File: src/rtl/fetch_ctrl.sv
// rtl/fetch_ctrl.sv - five-stage pipeline fetch sequencer with one-entry IF/ID slot and skid buffer
//
// Ports:
//   clk, rst                      clock, asynchronous active-high reset
//   pc                            current PC register value
//   pc_en, next_pc                PC register load enable / load value
//   imem_req, imem_addr           instruction memory request and address
//   imem_ack, imem_rdata          instruction memory response and data
//   id_stall                      ID stage cannot take the IF/ID slot
//   redir_valid, redir_target     branch/jump redirect from EX
//   exc_valid, exc_vector         exception redirect (wins over redir)
//   if_valid, if_pc, if_instr     IF/ID slot contents

module fetch_ctrl #(
    parameter int          WIDTH   = 32,
    parameter int unsigned PC_STEP = 4
) (
    input  logic             clk,
    input  logic             rst,
    input  logic [WIDTH-1:0] pc,
    output logic             pc_en,
    output logic [WIDTH-1:0] next_pc,
    output logic             imem_req,
    output logic [WIDTH-1:0] imem_addr,
    input  logic             imem_ack,
    input  logic [WIDTH-1:0] imem_rdata,
    input  logic             id_stall,
    input  logic             redir_valid,
    input  logic [WIDTH-1:0] redir_target,
    input  logic             exc_valid,
    input  logic [WIDTH-1:0] exc_vector,
    output logic             if_valid,
    output logic [WIDTH-1:0] if_pc,
    output logic [WIDTH-1:0] if_instr
);

    localparam logic [WIDTH-1:0] STEP = WIDTH'(PC_STEP);

    typedef enum logic [1:0] {
        ST_BOOT,
        ST_FETCH,
        ST_HOLD,
        ST_DROP
    } state_t;

    state_t           state_q, state_d;
    logic             if_valid_q, if_valid_d;
    logic [WIDTH-1:0] if_pc_q, if_pc_d;
    logic [WIDTH-1:0] if_instr_q, if_instr_d;
    logic             buf_valid_q, buf_valid_d;
    logic [WIDTH-1:0] buf_pc_q, buf_pc_d;
    logic [WIDTH-1:0] buf_instr_q, buf_instr_d;
    logic [WIDTH-1:0] addr_q, addr_d;

    logic             redirect;
    logic [WIDTH-1:0] target;
    logic             accept;
    logic             src_valid;
    logic [WIDTH-1:0] src_pc;
    logic [WIDTH-1:0] src_instr;

    always_comb begin
        redirect    = exc_valid | redir_valid;
        target      = exc_valid ? exc_vector : redir_target;
        accept      = !if_valid_q | !id_stall;

        state_d     = state_q;
        pc_en       = 1'b0;
        next_pc     = pc + STEP;
        imem_req    = 1'b0;
        imem_addr   = pc;
        addr_d      = addr_q;
        if_valid_d  = if_valid_q;
        if_pc_d     = if_pc_q;
        if_instr_d  = if_instr_q;
        buf_valid_d = buf_valid_q;
        buf_pc_d    = buf_pc_q;
        buf_instr_d = buf_instr_q;
        src_valid   = 1'b0;
        src_pc      = pc;
        src_instr   = imem_rdata;

        case (state_q)
            ST_BOOT: begin
                // pc resets to -STEP so this increment lands the first fetch at 0
                pc_en   = 1'b1;
                state_d = ST_FETCH;
            end

            ST_FETCH: begin
                imem_req  = 1'b1;
                imem_addr = pc;
                addr_d    = pc;
                if (redirect) begin
                    pc_en   = 1'b1;
                    next_pc = target;
                    // without an ack the old request must stay on the bus until it completes
                    state_d = imem_ack ? ST_FETCH : ST_DROP;
                end else if (imem_ack) begin
                    pc_en = 1'b1;
                    if (accept) begin
                        src_valid = 1'b1;
                        src_pc    = pc;
                        src_instr = imem_rdata;
                    end else begin
                        buf_valid_d = 1'b1;
                        buf_pc_d    = pc;
                        buf_instr_d = imem_rdata;
                        state_d     = ST_HOLD;
                    end
                end
            end

            ST_HOLD: begin
                if (redirect) begin
                    pc_en   = 1'b1;
                    next_pc = target;
                    state_d = ST_FETCH;
                end else if (accept) begin
                    src_valid   = 1'b1;
                    src_pc      = buf_pc_q;
                    src_instr   = buf_instr_q;
                    buf_valid_d = 1'b0;
                    state_d     = ST_FETCH;
                end
            end

            ST_DROP: begin
                // replay the abandoned address; its data is thrown away on ack
                imem_req  = 1'b1;
                imem_addr = addr_q;
                if (redirect) begin
                    pc_en   = 1'b1;
                    next_pc = target;
                end
                if (imem_ack) begin
                    state_d = ST_FETCH;
                end
            end

            default: begin
                state_d = ST_BOOT;
            end
        endcase

        if (state_q != ST_BOOT && redirect) begin
            if_valid_d  = 1'b0;
            buf_valid_d = 1'b0;
        end else if (accept) begin
            if_valid_d = src_valid;
            if (src_valid) begin
                if_pc_d    = src_pc;
                if_instr_d = src_instr;
            end
        end
    end

    always_ff @(posedge clk or posedge rst) begin
        if (rst) begin
            state_q     <= ST_BOOT;
            if_valid_q  <= 1'b0;
            if_pc_q     <= '0;
            if_instr_q  <= '0;
            buf_valid_q <= 1'b0;
            buf_pc_q    <= '0;
            buf_instr_q <= '0;
            addr_q      <= '0;
        end else begin
            state_q     <= state_d;
            if_valid_q  <= if_valid_d;
            if_pc_q     <= if_pc_d;
            if_instr_q  <= if_instr_d;
            buf_valid_q <= buf_valid_d;
            buf_pc_q    <= buf_pc_d;
            buf_instr_q <= buf_instr_d;
            addr_q      <= addr_d;
        end
    end

    assign if_valid = if_valid_q;
    assign if_pc    = if_pc_q;
    assign if_instr = if_instr_q;

endmodule

File: config.mk
export PLATFORM = sky130hd
export DESIGN_NAME = fetch_ctrl
export DESIGN_NICKNAME = d
export VERILOG_FILES = /design/src/rtl/fetch_ctrl.sv
export SDC_FILE = /design/constraint.sdc
export NUM_CORES = 1
export LEC_CHECK = 0
export BUFFER_PORTS_ARGS = -buffer_cell sky130_fd_sc_hd__buf_2
export CAP_MARGIN = 0
export CORE_ASPECT_RATIO = 1.2
export CORE_MARGIN = 5
export CORE_UTILIZATION = 52
export CTS_BUF_LIST = sky130_fd_sc_hd__clkbuf_16
export DETAILED_ROUTE_END_ITERATION = 12
export GPL_TIMING_DRIVEN = 0
export HOLD_SLACK_MARGIN = 0.15
export PLACE_DENSITY = 0.89
export SLEW_MARGIN = 30
export SYNTH_ARGS = -nofsm -noshare
export SYNTH_HDL_FRONTEND = slang
export SYNTH_SLANG_ARGS = --single-unit
File: constraint.sdc
create_clock -name clk -period 5.7 [get_ports clk]
set_input_delay 0.57 -clock clk [delete_from_list [all_inputs] [get_ports clk]]
set_output_delay 0.57 -clock clk [all_outputs]
set_load 0.02 [all_outputs]
==> summary.md, run 1 <==
| Metric | Value |
|---|---|
| Status | completed |
| Hold Crit Class | input pin to flop |
| Syn_area_per_cell | 10.8 um2 |
| Share of the yosys chip area belonging to registers | 48.2% |
| Num rows | 51 |
| Number of max-cap violations | 0 |
| WL per Instance | 20.3 um |
| Total number of yosys warnings | 0 |
| Routability-driven placement congestion ratio | 0.897 |
| Inserted Clock Buffers | 17 |
| TritonCTS clock tree | done |
| # setup viols final | 0 |
| DRC violation total after the first TritonRoute iteration | 383 |
| Post-route minimum period | 3.38 ns |
| TritonRoute pass-1 iters | 6 |
| Post-Syn Instances | 780 |
| H-tree Lvls | 4 |
| Final Max Slew Viols | 0 |
| CP Class | input pin to primary output |
| Crit share post-route | 59.3% |
| Die Ht | 150 um |
| Flops & latches, synth | 163 |
| Worst hold margin | 0.398 ns |
| Critical Path Sink Type | primary output |
| Final Skew | 0.00930 ns |
| Share of Yosys cell area claimed by the top area cell type | 48.2% |
| First-pass GRT wire length | 41000 um |
| Worst Setup Start Kind | input pin |
| # IOs | 265 |
| Total negative setup slack | 0 ns |
| Clock Path Buffers | 2 |
| Post-route DRC | 0 |
| Nets | 1191 |
| Clock latency on the worst-skew pair | 0.42 ns |
| R2R Setup Slk | 2.96 ns |
| CTS sink count | 163 |
| RSZ-0062 raised after global routing | false |
| IO buf count | 250 |
| Rel. slew slack | 49.3% |
| CP max FO | 10 |
| Largest net degree at the start of global routing | 71 |
| Vias in the first global route | 7638 |
| Maximum vdd drop | 0.239 mV |
| Net Count, Synth | 919 |
| Post-synth top area cell | dfrtp_1 |
| Die Area | 0.0189 mm2 |
| Layout cells sized above 1 | 40.6% |
| Die X | 126 um |
| Antenna Nets Post-Route | 0 |
| Vias per std cell | 5.70 |
| Antenna violations before repair | 0 |
| Gr ovfl total | 0 |
| Total power draw | 4.86 mW |
| Critical path arrival | 2.81 ns |
| Power per Cell Area | 458 mW/mm2 |
| Post-CTS Setup Bufs | 0 |
| Initial Util | 52.6% |
| Max Fclk | 296 MHz |
| Leading cell types by total area after synthesis | dfrtp_1, mux2_2, mux2i_1, o21ai_0, nand2_1 |
| Cell area after synthesis | 0.00845 mm2 |
| Core Region | 0.0161 mm2 |
| Clock root cell | clkbuf_16 |
| Synth unique cells | 38 |
| Routed WL | 25900 um |
| DP HPWL | 19800 um |
| GRT Util Overall | 27.6% |
| Slew @ Worst Pin | 0.760 ns |
| Clock-pin slew on the worst setup and hold paths | 0.06 ns |
| Layout area overhead | 25.4% |
| Leakage power total | 4.95 nW |
| Hold Vio Cnt, Final | 0 |
| Vias | 7283 |
| Worst EP required | 5.13 ns |
| Ant diodes | 0 |
| Post-CTS sizing | 0 |
-- power by group --
group	internal, mW	switching, mW	leakage (nW)	total, mW
sequential	1.58	0.218	2.09	1.79
clock	0.605	0.491	0.271	1.10
combinational	0.750	1.22	2.59	1.97
-- cell families (layout without fill, tap and decap cells) --
kind of cell               count (synthesis)  in the layout  synth area share, %
AOI/OAI and AO/OA                        154            154                 10.6
DFF                                      163            163                 48.2
muxes                                    190            190                 24.3
buffers and inverters                     77            362                 3.80
xor gates and xnor gates                  14             14                 1.45
and+or+nand+nor                          177            177                 10.8
adders and majority gates                  5              5                0.740
-- cells in the final DEF, fill, tap and decap left out, types with 3 or more instances in the layout --
cell	n
a211oi_1	26
a21oi_1	18
a31oi_1	14
buf_1	8
buf_2	269
clkbuf_1	39
clkbuf_16	17
clkinv_2	3
dfrtp_1	163
ha_1	5
inv_1	8
inv_6	4
mux2_2	122
mux2i_1	68
nand2_1	86
nand2b_1	3
nand3_1	12
nand4_1	6
nor2_1	7
nor2b_1	26
nor3_1	4
nor4_1	3
o21ai_0	78
o31ai_1	13
or4_1	16
xnor2_1	11
xor2_1	3
-- final timing paths --
path                                          start                         end  cells after the start
setup / recovery                              pc[2]                 next_pc[30]                      8
hold / removal                        imem_rdata[9]  buf_instr_q[9]$_DFFE_PP0P_                      2
setup reg to reg             state_q[0]$_DFFE_PP0P_        if_valid$_DFFE_PP0P_                      8
hold reg to reg            if_instr[20]$_DFFE_PP0P_    if_instr[20]$_DFFE_PP0P_                      2
max in group asynchronous                       rst     buf_pc_q[6]$_DFFE_PP0P_                      5
min in group asynchronous                       rst    if_instr[13]$_DFFE_PP0P_                      3
-- Yosys cell counts, drive strengths merged --
cell,n
nand2,86
o22ai,1
o31ai,13
nor2b,26
o21a,2
dfrtp,163
xnor2,11
buf,28
o2111ai,1
ha,5
mux2,122
nor2,8
nor3,4
a32oi,1
and2,1
a21oi,18
or2,2
and3,2
xor2,3
nand3,12
o21ai,78
or3,2
and4,2
nand4,8
inv,9
nor4,3
a211oi,26
a31oi,14
or4,17
nand4b,1
clkbuf,40
mux2i,68
nand2b,3
-- stage by stage --
step | util, % | instances | cell area [um2] | worst slack [ns]
floorplan | - | 780 | 8450 | 0.725
global placement | 62.0 | 1242 | 9970 | -1.07
detailed placement | 62.4 | 1244 | 10000 | 2.41
CTS | 65.9 | 1277 | 10600 | 2.38
global route | 65.9 | 1277 | 10600 | 2.19
finish | 65.9 | 1277 | 10600 | 2.32
-- state kept, by name, indices dropped and copies added (netlist names) --
signal	count
addr_q	32
buf_instr_q	32
buf_pc_q	32
if_instr	32
if_pc	32
state_q	2
if_valid	1
-- layer usage --
| metal | up-vias | part of all wire [%] | GRT usage (%) |
|---|---|---|---|
| met2 | 350 | 50 | 47.1 |
| met4 | 0 | 3.9 | 12.4 |
| met5 | - | 0 | 0 |
| li1 | 3344 | - | - |
| met3 | 69 | 6.9 | 5.82 |
| met1 | 3520 | 39 | 33.7 |
-- final cells by class --
type                    count  area (um2)
fillers                  1306        5480
flip-flops and latches    163        4080
multi-input cells         540        4060
repair buffers            253        1320
clock buffers              17         425
plain buffers              68         288
well taps                 212         265
clock inverters            15         131
inverters                   9        41.3
-- what timing repair did --
action | CTS | global route
endpoints found under the setup margin | 0 | 0
hold buffers | 1 | 0
hold endpoints to repair | 35 | 0
-- critical path: stages --
cell and delay (ns):
buf_2 0.16, ha_1 0.25, nand3_1 0.19, clkbuf_1 0.41
clkbuf_1 0.54, o31ai_1 0.14, a31oi_1 0.31, buf_2 0.23
No activity file was read; power rests on OpenSTA's default activity.
==> inputs of run 2 (changes only) <==
--- a/config.mk
+++ b/config.mk
@@ -9,12 +9,12 @@
 export CAP_MARGIN = 0
 export CORE_ASPECT_RATIO = 1.2
 export CORE_MARGIN = 5
-export CORE_UTILIZATION = 52
+export CORE_UTILIZATION = 47
 export CTS_BUF_LIST = sky130_fd_sc_hd__clkbuf_16
 export DETAILED_ROUTE_END_ITERATION = 12
 export GPL_TIMING_DRIVEN = 0
 export HOLD_SLACK_MARGIN = 0.15
-export PLACE_DENSITY = 0.89
+export PLACE_DENSITY = 0.85
 export SLEW_MARGIN = 30
 export SYNTH_ARGS = -nofsm -noshare
 export SYNTH_HDL_FRONTEND = slang
==> constraint.sdc (replaced) <==
create_clock -name clk -period 3 [get_ports clk]
set_input_delay 0.3 -clock clk [delete_from_list [all_inputs] [get_ports clk]]
set_output_delay 0.3 -clock clk [all_outputs]
set_load 0.02 [all_outputs]
==> summary.md, run 2 (synthesis results as in run 1) <==
| Metric | Value |
|---|---|
| Clock-pin slew on the worst setup and hold paths | 0.06 ns (about the same) |
| Slew @ Worst Pin | 0.840 ns (was 0.760 ns) |
| CP startpoint | state_q[0]$_DFFE_PP0P_ (was pc[2]) |
| Vias | 7484 (was 7283) |
| Post-route minimum period | 2.89 ns |
| Die Ht | 157 um (was 150 um) |
| IO buf count | 250 (unchanged) |
| Layout area overhead | 30.5% (was 25.4%) |
| Met3 usage | 5.56% (was 5.82%) |
| # IOs | 265 (unchanged) |
| # setup viols final | 0 (unchanged) |
| Seq pwr share | 36.5% (was 36.9%) |
| Post-route DRC | 0 (unchanged) |
| RSZ-0062 raised after global routing | false (unchanged) |
| Fin cells | 1319 (was 1277) |
| Finished Core Util | 62.5% (was 65.9%) |
| Switching fraction of total power | 39.2% (was 39.7%) |
| Comb pwr share | 40.7% (was 40.5%) |
| Inserted Clock Buffers | 17 (unchanged) |
| Final Max Slew Viols | 0 (unchanged) |
| CP delay by family, top | buffers and inverters (unchanged) |
| Vias per std cell | 5.67 (was 5.70) |
| DRC violation total after the first TritonRoute iteration | 385 (was 383) |
| Antenna violations before repair | 2 (was 0) |
| Placed Cells | 1256 (was 1244) |
| WL per Instance | 20.5 um (was 20.3 um) |
| Layout cells sized above 1 | 40.3% (was 40.6%) |
| Critical Path Sink Type | primary output (unchanged) |
| Number of max-cap violations | 0 (unchanged) |
| Worst path cell trace | inv_1, ha_1, nand2b_1, clkbuf_2, a211oi_1, a31oi_1, buf_2 (was buf_2, ha_1, nand3_1, clkbuf_1, clkbuf_1, o31ai_1, a31oi_1, buf_2) |
| Met1 Usage GRT | 31.0% (was 33.7%) |
| R2R Path Start | state_q[0]$_DFFE_PP0P_ (unchanged) |
| Crit-path slowest cell | a211oi_1 (was clkbuf_1) |
| Core Region | 0.0176 mm2 (was 0.0161 mm2) |
| Clock latency on the worst-skew pair | 0.42 ns (about the same) |
| Initial Util | 47.9% (was 52.6%) |
| Power per Cell Area | 847 mW/mm2 (was 458 mW/mm2) |
| Vias in the first global route | 7728 (was 7638) |
| First-pass GRT wire length | 41800 um (was 41000 um) |
| Top Usage Layer GRT | met2 (unchanged) |
| Place WS | 0.209 ns (was 2.41 ns) |
| Clock Path Buffers | 2 (unchanged) |
| Reg-to-Reg End | if_valid$_DFFE_PP0P_ (unchanged) |
| Clock power frac | 22.8% (was 22.6%) |
| Leakage power total | 5.12 nW (was 4.95 nW) |
| CP Class | flop to primary output (was input pin to primary output) |
| DP HPWL | 20400 um (was 19800 um) |
| Num rows | 53 (was 51) |
| Gr ovfl total | 0 (unchanged) |
| Critical path's largest stage delay | 0.46 ns (was 0.54 ns) |
| CP Depth | 7 (was 8) |
| Crit share post-route | 96.2% |
| Crit path buf inv count | 3 (was 4) |
| Met2 Use GR | 44.6% (was 47.1%) |
| TritonCTS clock tree | done (unchanged) |
| Status | completed (unchanged) |
| Critical path arrival | 2.59 ns (was 2.81 ns) |
| Post-CTS Setup Bufs | 0 (unchanged) |
| Maximum vdd drop | 0.408 mV (was 0.239 mV) |
| Sw Pwr | 3.67 mW (was 1.93 mW) |
| Hold Crit Class | input pin to flop (unchanged) |
| PnR worst setup slack | 0.114 ns (was 2.32 ns) |
| Routability-driven placement congestion ratio | 0.877 (was 0.897) |
| Total negative setup slack | 0 ns (unchanged) |
| R2R Setup Slk | 0.39 ns (was 2.96 ns) |
| Worst EP required | 2.70 ns (was 5.13 ns) |
| H-tree Lvls | 4 (unchanged) |
| GRT Util Overall | 25.6% (was 27.6%) |
| Antenna Nets Post-Route | 0 (unchanged) |
| Hold Vio Cnt, Final | 0 (unchanged) |
| Largest net degree at the start of global routing | 31 (was 71) |
| Clock root cell | clkbuf_16 (unchanged) |
| Worst Setup Start Kind | flop (was input pin) |
| Final Skew | 0.0148 ns (was 0.00930 ns) |
| Die X | 132 um (was 126 um) |
| Worst setup path endpoint | next_pc[29] (was next_pc[30]) |
| Nets | 1225 (was 1191) |
| Die Area | 0.0208 mm2 (was 0.0189 mm2) |
| TritonRoute pass-1 iters | 4 (was 6) |
| Max Fclk | 346 MHz |
| CP max FO | 10 (unchanged) |
| Routed WL | 27000 um (was 25900 um) |
| Rel. slew slack | 44.0% (was 49.3%) |
| Power Internal | 5.68 mW (was 2.93 mW) |
| Most frequent cells in the layout | buf_2, dfrtp_1, mux2_2, nand2_1, o21ai_0 (unchanged) |
| CTS sink count | 163 (unchanged) |
| Worst R2R Path Depth | 7 (was 8) |
| Most common cell after layout, fill and taps aside | buf_2 (unchanged) |
run 2: cell types whose count changed in the layout (fill, tap and decap cells not counted), moves of 3 or more:
cell	change
dlygate4sd3_1	+32
clkbuf_2	+5
clkinvlp_4	+3
a211oi_1	-3
buf_12	+4
clkbuf_1	-7
a211oi_2	+3
run 2: power groups by stage:
stage / logic [mW] / clock network [mW] / registers [mW]
3_5_place_dp: 3.77 / 0 / 3.44
6_report: 3.80 / 2.13 / 3.41
5_1_grt: 4.08 / 2.26 / 3.50
2_1_floorplan: 1.93 / 0 / 3.85
4_1_cts: 3.82 / 2.16 / 3.40
3_3_place_gp: 3.67 / 0 / 3.39
run 2: per-layer routing:
| layer | up-vias | routed length, um |
|---|---|---|
| li1 | 3417 | - |
| met1 | 3659 | 10700 |
| met2 | 335 | 13700 |
| met3 | 71 | 1730 |
| met4 | 2 | 898 |
| met5 | - | 13 |
run 2: worst min path at each step:
| stage | end | start | slack [ns] | depth (start not counted) |
|---|---|---|---|---|
| 4_1_cts | buf_pc_q[1]$_DFFE_PP0P_ | pc[1] | 0.18 | 2 |
| 3_5_place_dp | if_instr[8]$_DFFE_PP0P_ | rst | 0.39 | 2 |
| 3_3_place_gp | if_instr[22]$_DFFE_PP0P_ | if_instr[22]$_DFFE_PP0P_ | 0.46 | 2 |
| 2_1_floorplan | buf_instr_q[0]$_DFFE_PP0P_ | imem_rdata[0] | 0.45 | 1 |
| 5_1_grt | buf_pc_q[1]$_DFFE_PP0P_ | pc[1] | 0.20 | 2 |
| 6_report | addr_q[0]$_DFFE_PP0P_ | pc[0] | 0.20 | 2 |
run 2: repair_timing:
action / in CTS / in global routing
resized for setup: 4 / 7
setup endpoints to repair: 4 / 11
hold buffers: 33 / 0
hold endpoints to repair: 50 / 0
run 2: worst register-to-register path, cell delays in order (launching register included):
cell	delay, ns
dfrtp_1	0.39
inv_1	0.08
ha_1	0.27
a21oi_1	0.14
nand4b_1	0.47
clkbuf_1	0.42
clkbuf_1	0.50
o21ai_0	0.17
run 2: layout make-up:
type,instances,area [um2]
antenna,1,2.50
buffer,66,287
clock buffer,17,425
clock inverter,14,138
fill,1436,6610
inverter,9,37.5
multi-input combinational,540,4070
sequential,163,4080
tap,220,275
timing repair buffer,289,1720
run 2: per-stage QoR:
| step | total power [mW] | hold slack, ns | area [um2] |
|---|---|---|---|
| floorplan | 5.78 | 0.452 | 8460 |
| global placement | 7.05 | 0.457 | 9980 |
| detailed placement | 7.21 | 0.386 | 10100 |
| CTS | 9.38 | 0.177 | 11000 |
| global route | 9.84 | 0.195 | 11000 |
| finish | 9.34 | 0.201 | 11000 |
==> inputs of run 3 (changes only) <==
--- a/config.mk
+++ b/config.mk
@@ -9,12 +9,12 @@
 export CAP_MARGIN = 0
 export CORE_ASPECT_RATIO = 1.2
 export CORE_MARGIN = 5
-export CORE_UTILIZATION = 47
-export CTS_BUF_LIST = sky130_fd_sc_hd__clkbuf_16
+export CORE_UTILIZATION = 48
+export CTS_BUF_LIST = sky130_fd_sc_hd__clkbuf_8
 export DETAILED_ROUTE_END_ITERATION = 12
 export GPL_TIMING_DRIVEN = 0
 export HOLD_SLACK_MARGIN = 0.15
-export PLACE_DENSITY = 0.85
+export PLACE_DENSITY = 0.8
 export SLEW_MARGIN = 30
 export SYNTH_ARGS = -nofsm -noshare
 export SYNTH_HDL_FRONTEND = slang
==> summary.md, run 3 (synthesis results as in run 1) <==
| Metric | Value |
|---|---|
| Ant diodes | 0 (was 1) |
| Most frequent cells in the layout | buf_2, dfrtp_1, mux2_2, nand2_1, o21ai_0 (unchanged) |
| First-pass GRT wire length | 41700 um (was 41800 um) |
| Power per Cell Area | 817 mW/mm2 (was 847 mW/mm2) |
| Worst Hold Path Cells | 2 (unchanged) |
| Max Fclk | 357 MHz (was 346 MHz) |
| DRC violation total after the first TritonRoute iteration | 347 (was 385) |
| GRT Util Overall | 25.7% (was 25.6%) |
| Slew @ Worst Pin | 0.832 ns (was 0.840 ns) |
| # setup viols final | 0 (unchanged) |
| Switching fraction of total power | 40.1% (was 39.2%) |
| Seq pwr share | 38.0% (was 36.5%) |
| Antenna violations before repair | 0 (was 2) |
| Min-delay src | pc[0] (unchanged) |
| Placed cell areas | 0.0101 mm2 (about the same) |
| Leakage power total | 5.09 nW (was 5.12 nW) |
| Post-route DRC | 0 (unchanged) |
| R2R Setup Slk | 0.27 ns (was 0.39 ns) |
| Layout cells sized above 1 | 40.4% (was 40.3%) |
| Clock root cell | clkbuf_8 (was clkbuf_16) |
| Vias in the first global route | 7799 (was 7728) |
| Sw Pwr | 3.58 mW (was 3.67 mW) |
| Inserted Clock Buffers | 17 (unchanged) |
| Core Region | 0.0174 mm2 (was 0.0176 mm2) |
| Comb pwr share | 42.6% (was 40.7%) |
| Nets | 1228 (was 1225) |
| Final Skew | 0.0136 ns (was 0.0148 ns) |
| Antenna Nets Post-Route | 0 (unchanged) |
| Rel. slew slack | 44.5% (was 44.0%) |
| RSZ-0062 raised after global routing | false (unchanged) |
| Endpoint, Worst Hold | buf_pc_q[0]$_DFFE_PP0P_ (was addr_q[0]$_DFFE_PP0P_) |
| Die Ht | 155 um (was 157 um) |
| Hold Crit Class | input pin to flop (unchanged) |
| Largest net degree at the start of global routing | 31 (unchanged) |
| DP HPWL | 19700 um (was 20400 um) |
| IO buf count | 250 (unchanged) |
| Status | completed (unchanged) |
| Critical path arrival | 2.50 ns (was 2.59 ns) |
| Maximum vdd drop | 0.488 mV (was 0.408 mV) |
| Gr ovfl total | 0 (unchanged) |
| # IOs | 265 (unchanged) |
| Reg-to-Reg End | if_valid$_DFFE_PP0P_ (unchanged) |
| Die Area | 0.0204 mm2 (was 0.0208 mm2) |
| Post-CTS Setup Bufs | 0 (unchanged) |
| Final Instance Area | 0.0109 mm2 (was 0.0110 mm2) |
| CTS sink count | 163 (unchanged) |
| Number of max-cap violations | 0 (unchanged) |
| Vias | 7356 (was 7484) |
| Initial Util | 48.5% (was 47.9%) |
| Worst EP required | 2.70 ns (about the same) |
| Num rows | 53 (unchanged) |
| TritonRoute pass-1 iters | 5 (was 4) |
| PnR worst setup slack | 0.202 ns (was 0.114 ns) |
| Post-route minimum period | 2.80 ns (was 2.89 ns) |
| Routed WL | 26400 um (was 27000 um) |
| Worst hold margin | 0.193 ns (was 0.201 ns) |
| CP Class | flop to primary output (unchanged) |
| Critical Path Sink Type | primary output (unchanged) |
| Clock latency on the worst-skew pair | 0.45 ns (was 0.42 ns) |
| Vias per std cell | 5.56 (was 5.67) |
| Routability-driven placement congestion ratio | 0.887 (was 0.877) |
| H-tree Lvls | 4 (unchanged) |
| Hold Vio Cnt, Final | 0 (unchanged) |
| TritonCTS clock tree | done (unchanged) |
| CP max FO | 10 (unchanged) |
| Layout area overhead | 29.2% (was 30.5%) |
| Clock power frac | 19.4% (was 22.8%) |
| Die X | 131 um (was 132 um) |
| Place WS | 0.124 ns (was 0.209 ns) |
| Worst Setup Start Kind | flop (unchanged) |
| Most common cell after layout, fill and taps aside | buf_2 (unchanged) |
| Final Max Slew Viols | 0 (unchanged) |
| Worst R2R Path Depth | 8 (was 7) |
| Crit share post-route | 93.3% (was 96.2%) |
| R2R Path Start | state_q[0]$_DFFE_PP0P_ (unchanged) |
| WL per Instance | 20.0 um (was 20.5 um) |
| Finished Core Util | 62.6% (was 62.5%) |
| Power Internal | 5.35 mW (was 5.68 mW) |
| Clock-pin slew on the worst setup and hold paths | 0.08 ns (was 0.06 ns) |
| Clock Path Buffers | 2 (unchanged) |
run 3: cell types whose count changed in the layout (fill, tap and decap cells not counted), sizes merged:
cell,delta
buf,-2
clkbuf,+6
dlygate4sd3,+2
diode,-1
bufinv,+1
clkinv,-1
clkinvlp,-2
run 3: area by class of cell:
cell class                      count  area [um2]
Fill cell                        1487        6520
Sequential cell                   163        4080
Multi-Input combinational cell    540        4070
Timing Repair Buffer              291        1740
Buffer                             67         292
Clock buffer                       20         275
Tap cell                          220         275
Clock inverter                     12         154
Inverter                            9        37.5
run 3: repair_timing:
action	in CTS	in global routing
hold buffers	35	0
gates resized for setup	3	9
endpoints found under the setup margin	2	22
endpoints found under the hold margin	87	0
run 3: worst max path at each step:
stage                                 startpoint  cells after the start               endpoint  slack (ns)
after floorplan                            pc[7]                      6            next_pc[23]        0.55
after global placement                       rst                      2  addr_q[8]$_DFFE_PP0P_       -0.36
after detailed placement                   pc[2]                      9             next_pc[8]        0.12
after CTS                 state_q[1]$_DFFE_PP0P_                      6               imem_req       0.003
after global routing      state_q[0]$_DFFE_PP0P_                      7            next_pc[29]        0.03
final                     state_q[0]$_DFFE_PP0P_                      7            next_pc[29]        0.20
run 3: per-stage QoR:
stage / total power [mW] / TNS, ns / instances
2_1_floorplan: 5.78 / 0 / 780
3_3_place_gp: 7.05 / -54.56 / 1250
3_5_place_dp: 7.19 / 0 / 1256
4_1_cts: 8.96 / 0 / 1323
5_1_grt: 9.45 / 0 / 1322
6_report: 8.93 / 0 / 1322
run 3: critical path, stage by stage (launching register included):
cell,delay (ns)
dfrtp_1,0.41
inv_1,0.08
ha_1,0.22
nand2b_1,0.30
clkbuf_2,0.28
a211oi_1,0.41
a31oi_1,0.13
buf_2,0.22
run 3: per-layer routing:
layer / vias up / wire length [um] / global-route usage [%]
met2: 314 / 13100 / 43.8
met5: - / 0 / 0
li1: 3415 / - / -
met3: 58 / 1640 / 5.14
met4: 0 / 1020 / 11.9
met1: 3569 / 10600 / 31.5
run 3: power groups by stage:
stage	sequential, mW	clock (mW)	combinational, mW
floorplan	3.85	0	1.93
CTS	3.39	1.77	3.81
global route	3.50	1.86	4.10
global placement	3.38	0	3.67
finish	3.39	1.73	3.80
detailed placement	3.43	0	3.76
